`config.mk`:
```
export PLATFORM = sky130hd
export DESIGN_NAME = multicycle_ctrl
export DESIGN_NICKNAME = d
export VERILOG_FILES = /design/src/rtl/multicycle_ctrl_pkg.sv /design/src/rtl/multicycle_ctrl_pc_unit.sv /design/src/rtl/multicycle_ctrl.sv
export SDC_FILE = /design/constraint.sdc
export NUM_CORES = 1
export LEC_CHECK = 0
export CORE_MARGIN = 2
export CORE_UTILIZATION = 42
export DETAILED_ROUTE_END_ITERATION = 16
export GPL_TIMING_DRIVEN = 0
export PLACE_DENSITY = 0.83
export SYNTH_ARGS = -nofsm -noshare
export SYNTH_HDL_FRONTEND = slang
export SYNTH_SLANG_ARGS = --single-unit
```
`constraint.sdc`:
```
create_clock -name clk -period 2.2 [get_ports clk]
set_input_delay 0.44 -clock clk [delete_from_list [all_inputs] [get_ports clk]]
set_output_delay 0.44 -clock clk [all_outputs]
set_load 0.05 [all_outputs]
```
`src/rtl/multicycle_ctrl_pkg.sv`:
```
// Shared state encoding and constants for the multi-cycle sequencer.
package multicycle_ctrl_pkg;

    typedef enum logic [2:0] {
        ST_IDLE   = 3'd0,
        ST_FETCH  = 3'd1,
        ST_DECODE = 3'd2,
        ST_EXEC   = 3'd3,
        ST_MEM    = 3'd4,
        ST_WB     = 3'd5,
        ST_HALT   = 3'd6,
        ST_TRAP   = 3'd7
    } state_t;

    // addi x0,x0,0 -- IR contents after reset
    localparam logic [31:0] INSTR_NOP = 32'h0000_0013;

endpackage

```
`src/rtl/multicycle_ctrl_pc_unit.sv`:
```
// PC register, pc+4 adder, next-PC mux and redirect-target alignment check.
import multicycle_ctrl_pkg::*;

module pc_unit #(
    parameter logic [31:0] RESET_PC = 32'h0000_0000
) (
    input  logic        clk,
    input  logic        rst_n,
    input  logic        wb_en,
    input  logic        dec_branch,
    input  logic        dec_jump,
    input  logic        branch_taken,
    input  logic [31:0] target_addr,
    output logic [31:0] pc,
    output logic [31:0] pc_plus4,
    output logic        misaligned
);

    logic        redirect;
    logic [31:0] pc_next;

    // Redirect select and misalignment flag; wraps naturally at 2^32.
    always_comb begin
        redirect   = dec_jump | (dec_branch & branch_taken);
        misaligned = redirect & (target_addr[1:0] != 2'b00);
        pc_plus4   = pc + 32'd4;
        pc_next    = redirect ? target_addr : pc_plus4;
    end

    // PC only moves in WB, and never toward a misaligned target.
    always_ff @(posedge clk or negedge rst_n) begin
        if (!rst_n)
            pc <= RESET_PC;
        else if (wb_en && !misaligned)
            pc <= pc_next;
    end

endmodule

```
`src/rtl/multicycle_ctrl.sv`:
```
// Multi-cycle sequencer: owns PC and IR, steps FETCH/DECODE/EXEC/MEM/WB.
import multicycle_ctrl_pkg::*;

module multicycle_ctrl #(
    parameter logic [31:0] RESET_PC = 32'h0000_0000
) (
    input  logic        clk,
    input  logic        rst_n,
    output logic        imem_req,
    output logic [31:0] imem_addr,
    input  logic [31:0] imem_rdata,
    input  logic        imem_ready,
    output logic [31:0] instr,
    input  logic        dec_reg_write,
    input  logic        dec_mem_read,
    input  logic        dec_mem_write,
    input  logic        dec_branch,
    input  logic        dec_jump,
    input  logic        dec_is_system,
    input  logic        branch_taken,
    input  logic [31:0] target_addr,
    output logic        dmem_req,
    output logic        dmem_we,
    input  logic        dmem_ready,
    output logic        rf_we,
    output logic [31:0] pc,
    output logic [31:0] pc_plus4,
    output logic        halted,
    output logic        trap,
    output logic [31:0] retired
);

    state_t      state_q, state_d;
    logic [31:0] ir_q;
    logic [31:0] retired_q;
    logic        misaligned;
    logic        in_wb;
    logic        wb_ok;

    pc_unit #(.RESET_PC(RESET_PC)) u_pc (
        .clk          (clk),
        .rst_n        (rst_n),
        .wb_en        (in_wb),
        .dec_branch   (dec_branch),
        .dec_jump     (dec_jump),
        .branch_taken (branch_taken),
        .target_addr  (target_addr),
        .pc           (pc),
        .pc_plus4     (pc_plus4),
        .misaligned   (misaligned)
    );

    // State register.
    always_ff @(posedge clk or negedge rst_n) begin
        if (!rst_n)
            state_q <= ST_IDLE;
        else
            state_q <= state_d;
    end

    // Next-state and Moore output decode; ready inputs only steer state_d.
    always_comb begin
        state_d  = state_q;
        imem_req = 1'b0;
        dmem_req = 1'b0;
        dmem_we  = 1'b0;
        rf_we    = 1'b0;
        halted   = 1'b0;
        trap     = 1'b0;
        in_wb    = 1'b0;
        wb_ok    = 1'b0;
        case (state_q)
            ST_IDLE:   state_d = ST_FETCH;
            ST_FETCH: begin
                imem_req = 1'b1;
                if (imem_ready) state_d = ST_DECODE;
            end
            ST_DECODE: state_d = dec_is_system ? ST_HALT : ST_EXEC;
            ST_EXEC:   state_d = (dec_mem_read || dec_mem_write) ? ST_MEM : ST_WB;
            ST_MEM: begin
                dmem_req = 1'b1;
                dmem_we  = dec_mem_write;
                if (dmem_ready) state_d = ST_WB;
            end
            ST_WB: begin
                in_wb   = 1'b1;
                wb_ok   = !misaligned;
                rf_we   = dec_reg_write && !misaligned;
                state_d = misaligned ? ST_TRAP : ST_FETCH;
            end
            ST_HALT:   halted = 1'b1;
            ST_TRAP:   trap   = 1'b1;
            default:   state_d = ST_IDLE;
        endcase
    end

    // IR captures only on the fetch-completion edge so decode stays stable.
    always_ff @(posedge clk or negedge rst_n) begin
        if (!rst_n)
            ir_q <= INSTR_NOP;
        else if (state_q == ST_FETCH && imem_ready)
            ir_q <= imem_rdata;
    end

    // Retired count bumps once per successful WB.
    always_ff @(posedge clk or negedge rst_n) begin
        if (!rst_n)
            retired_q <= 32'd0;
        else if (wb_ok)
            retired_q <= retired_q + 32'd1;
    end

    assign imem_addr = pc;
    assign instr     = ir_q;
    assign retired   = retired_q;

endmodule

```
==> impl_metrics.ini <==
[sta]
post-route-period-util_pct = 125
slew_headroom_pct = 55.3
layout_setup_ws_ns = -0.548
drv_slew = 0
hold_viol_final = 0
finalSetupViolCount = 25
rsz0062_at_grt = yes
holdWs_ns = 0.0705
max_freq_mhz = 364
period_needed_ns = 2.75
skew_ns = 0.0106
tightest_slew_ns = 0.670

[placed_design]
place.gp.congestion = 0.921
place_ws_ns = -1.56
port-buffer-count = 240
dp_hpwl_um = 13300

[synth]
syn_inst = 531
synth_edf_count = 0
async_reset_ff_share_pct = 100
syn_area_per_cell_um2 = 10.1
synthFlopType = dfrtp_1
synth-seq-cells = 99
yosys-top-cells-area = dfrtp_1 (45%), xnor2_1 (7.2%), mux2_2 (6.7%)
yosysTopAreaCell = dfrtp_1
yosysMostFrequentCell = dfrtp_1
synth_common_cells = dfrtp_1 (96), nand2_1 (57), xnor2_1 (44)
synth_nets = 608
yosysUniqueCellTypes = 54
ys_warn_count = 0
ys_seq_area_share_pct = 46.0
synth_top_area_share_pct = 44.6
netlist_area_um2 = 5390

[grt]
overflow = 0
antenna_found_initial = 0
grt_pass1_wl_um = 30500
grtUsageTotal_pct = 29.1
grt_max_degree = 59
grt_pass1_vias = 5743

[setup_path]
crit_type = flip-flop to output pin
reg2reg_from = u_pc.pc[8]
critPathCaptureType = output pin
reg2reg_to = u_pc.pc[20]
crit_end = pc_plus4[22]
regToRegSetupSlack_ns = 0.07
startpoint = u_pc.pc[8]
arrival_ns = 2.31
r2r.worst_path.cells = 8
cp-start-kind = flip-flop
worstPathRequired_ns = 1.76
worstPathMaxFanout = 7

[cts]
cts_tree = done
numCtsBuffers = 9
clock_path_buffers = 2
cts_hold_buf = 0
clkTransAtPathRegs_ns = 0.08
cts.sinks = 99
clk_latency_ns = 0.36
clockRootBuffer = clkbuf_16
htree_num_levels = 3

[floorplanning]
coreArea_um2 = 12600
start_util_pct = 42.9
die_x_um = 117
dieArea_um2 = 13800
num_rows = 41
fp.dieH_um = 117
io_pins = 241

[drt]
totalWireLength_um = 21600
route.detailed.drc = 0
drt-wirelength-per-cell_um = 20.5
vias = 5919
vias_per_cell = 5.62
drt-initial-drc-count = 552
first_pass_iters = 5
ant_nets = 0

[pwr]
ir_worst_vdd_uv = 1290
total_power_mw = 14.6
seqPwrFrac_pct = 20.8
switchingPower_mw = 7.52
combPwrFrac_pct = 68.5
internal-power_mw = 7.04
power_density_nw_per_um2 = 1450
clock_power_share_pct = 10.7
p_leak_nw = 4.60
swShare_pct = 51.7

[flow_run]
drv_cap = 0

[cells_and_area]
diodes = 0
fin_nets = 954
drive_gt1_share_pct = 38.7
fillers = 743
area_growth_pct = 85.9

[worst_hold_path]
hold_class = primary input to async pin

[status]
violations = negative setup slack
outcome = complete, but fails checks
[state kept, by name (all words and copies together), names as in the netlist]
name     count
instr       32
retired     32
u_pc.pc     32
state_q      3
[worst min-delay path by stage]
| stage | start | endpoint | depth (start not counted) |
|---|---|---|---|
| after floorplan | rst_n | instr[10] | 0 |
| after global placement | retired[31] | retired[31] | 1 |
| after detailed placement | retired[31] | retired[31] | 1 |
| after CTS | rst_n | u_pc.pc[8] | 1 |
| after global routing | rst_n | u_pc.pc[6] | 1 |
| final | rst_n | u_pc.pc[8] | 1 |
[layer usage]
metal	global-route usage [%]	vias up	wire, um
li1	-	2559	-
met1	35.2	2867	7830
met2	49.6	385	10700
met3	6.28	108	2020
met4	13.4	0	1110
met5	0	-	0
[stage by stage]
| stage | instance area, um2 | std cells | TNS (ns) | util, % |
|---|---|---|---|---|
| floorplan | 6010 | 531 | -4.33 | - |
| global placement | 8630 | 943 | -343.07 | 68.7 |
| detailed placement | 8650 | 944 | -45.32 | 68.9 |
| CTS | 9690 | 1028 | -5.58 | 77.1 |
| global route | 10000 | 1054 | -9.26 | 79.7 |
| finish | 10000 | 1054 | -7.77 | 79.7 |
[what timing repair did]
item | in CTS | in global routing
cloned | 1 | 0
pin swaps | 43 | 21
setup buffers | 69 | 28
resized for setup | 281 | 57
endpoints found under the setup margin | 97 | 65
[cell usage in the layout (no fill, tap or decap), types with 11 or more instances in the layout]
master             n
o21ai_0           16
xnor2_1           24
a21oi_1           20
buf_4            116
nand4_1           20
dlygate4sd2_1     25
nand3_1           18
nor2_1            20
dfrtp_2           29
xnor2_4           19
dfrtp_1           67
clkdlybuf4s50_1  163
buf_6             49
nand2_1           45
dlymetal6s2s_1    12
mux2_2            32
xor2_1            11
[cell families after synthesis]
kind of cell / share of synthesized area, %
buffers and inverters: 7.73
adder cells (fa/ha/maj): 0.464
XOR/XNOR: 9.59
multiplexers: 6.87
flip-flops: 46.0
AND/OR/NAND/NOR: 18.2
AO/OA/AOI/OAI: 11.1
[critical path, stage by stage, from the launching register on]
cell	delay [ns]
dfrtp_2	0.38
buf_8	0.12
nand4_1	0.22
nor4_4	0.41
buf_6	0.17
nand4_1	0.20
xnor2_4	0.26
buf_8	0.17
[power groups by stage]
stage	registers (mW)	clock network (mW)	logic [mW]
final	3.03	1.56	9.96
after global routing	3.09	1.66	10.3
after CTS	2.98	1.58	9.53
after detailed placement	3.27	0	8.63
after global placement	3.22	0	8.52
after floorplan	5.05	0	4.05
[final cells by class]
cell class	count	area, um2	area share, %
Sequential cell	99	2520	25.1
Multi-Input combinational cell	365	3270	32.7
Inverter	6	22.5	0.225
Tap cell	172	215	2.15
Clock buffer	9	225	2.25
Timing Repair Buffer	336	3230	32.3
Buffer	60	473	4.72
Clock inverter	7	57.6	0.574
No activity file was read; power rests on OpenSTA's default activity.
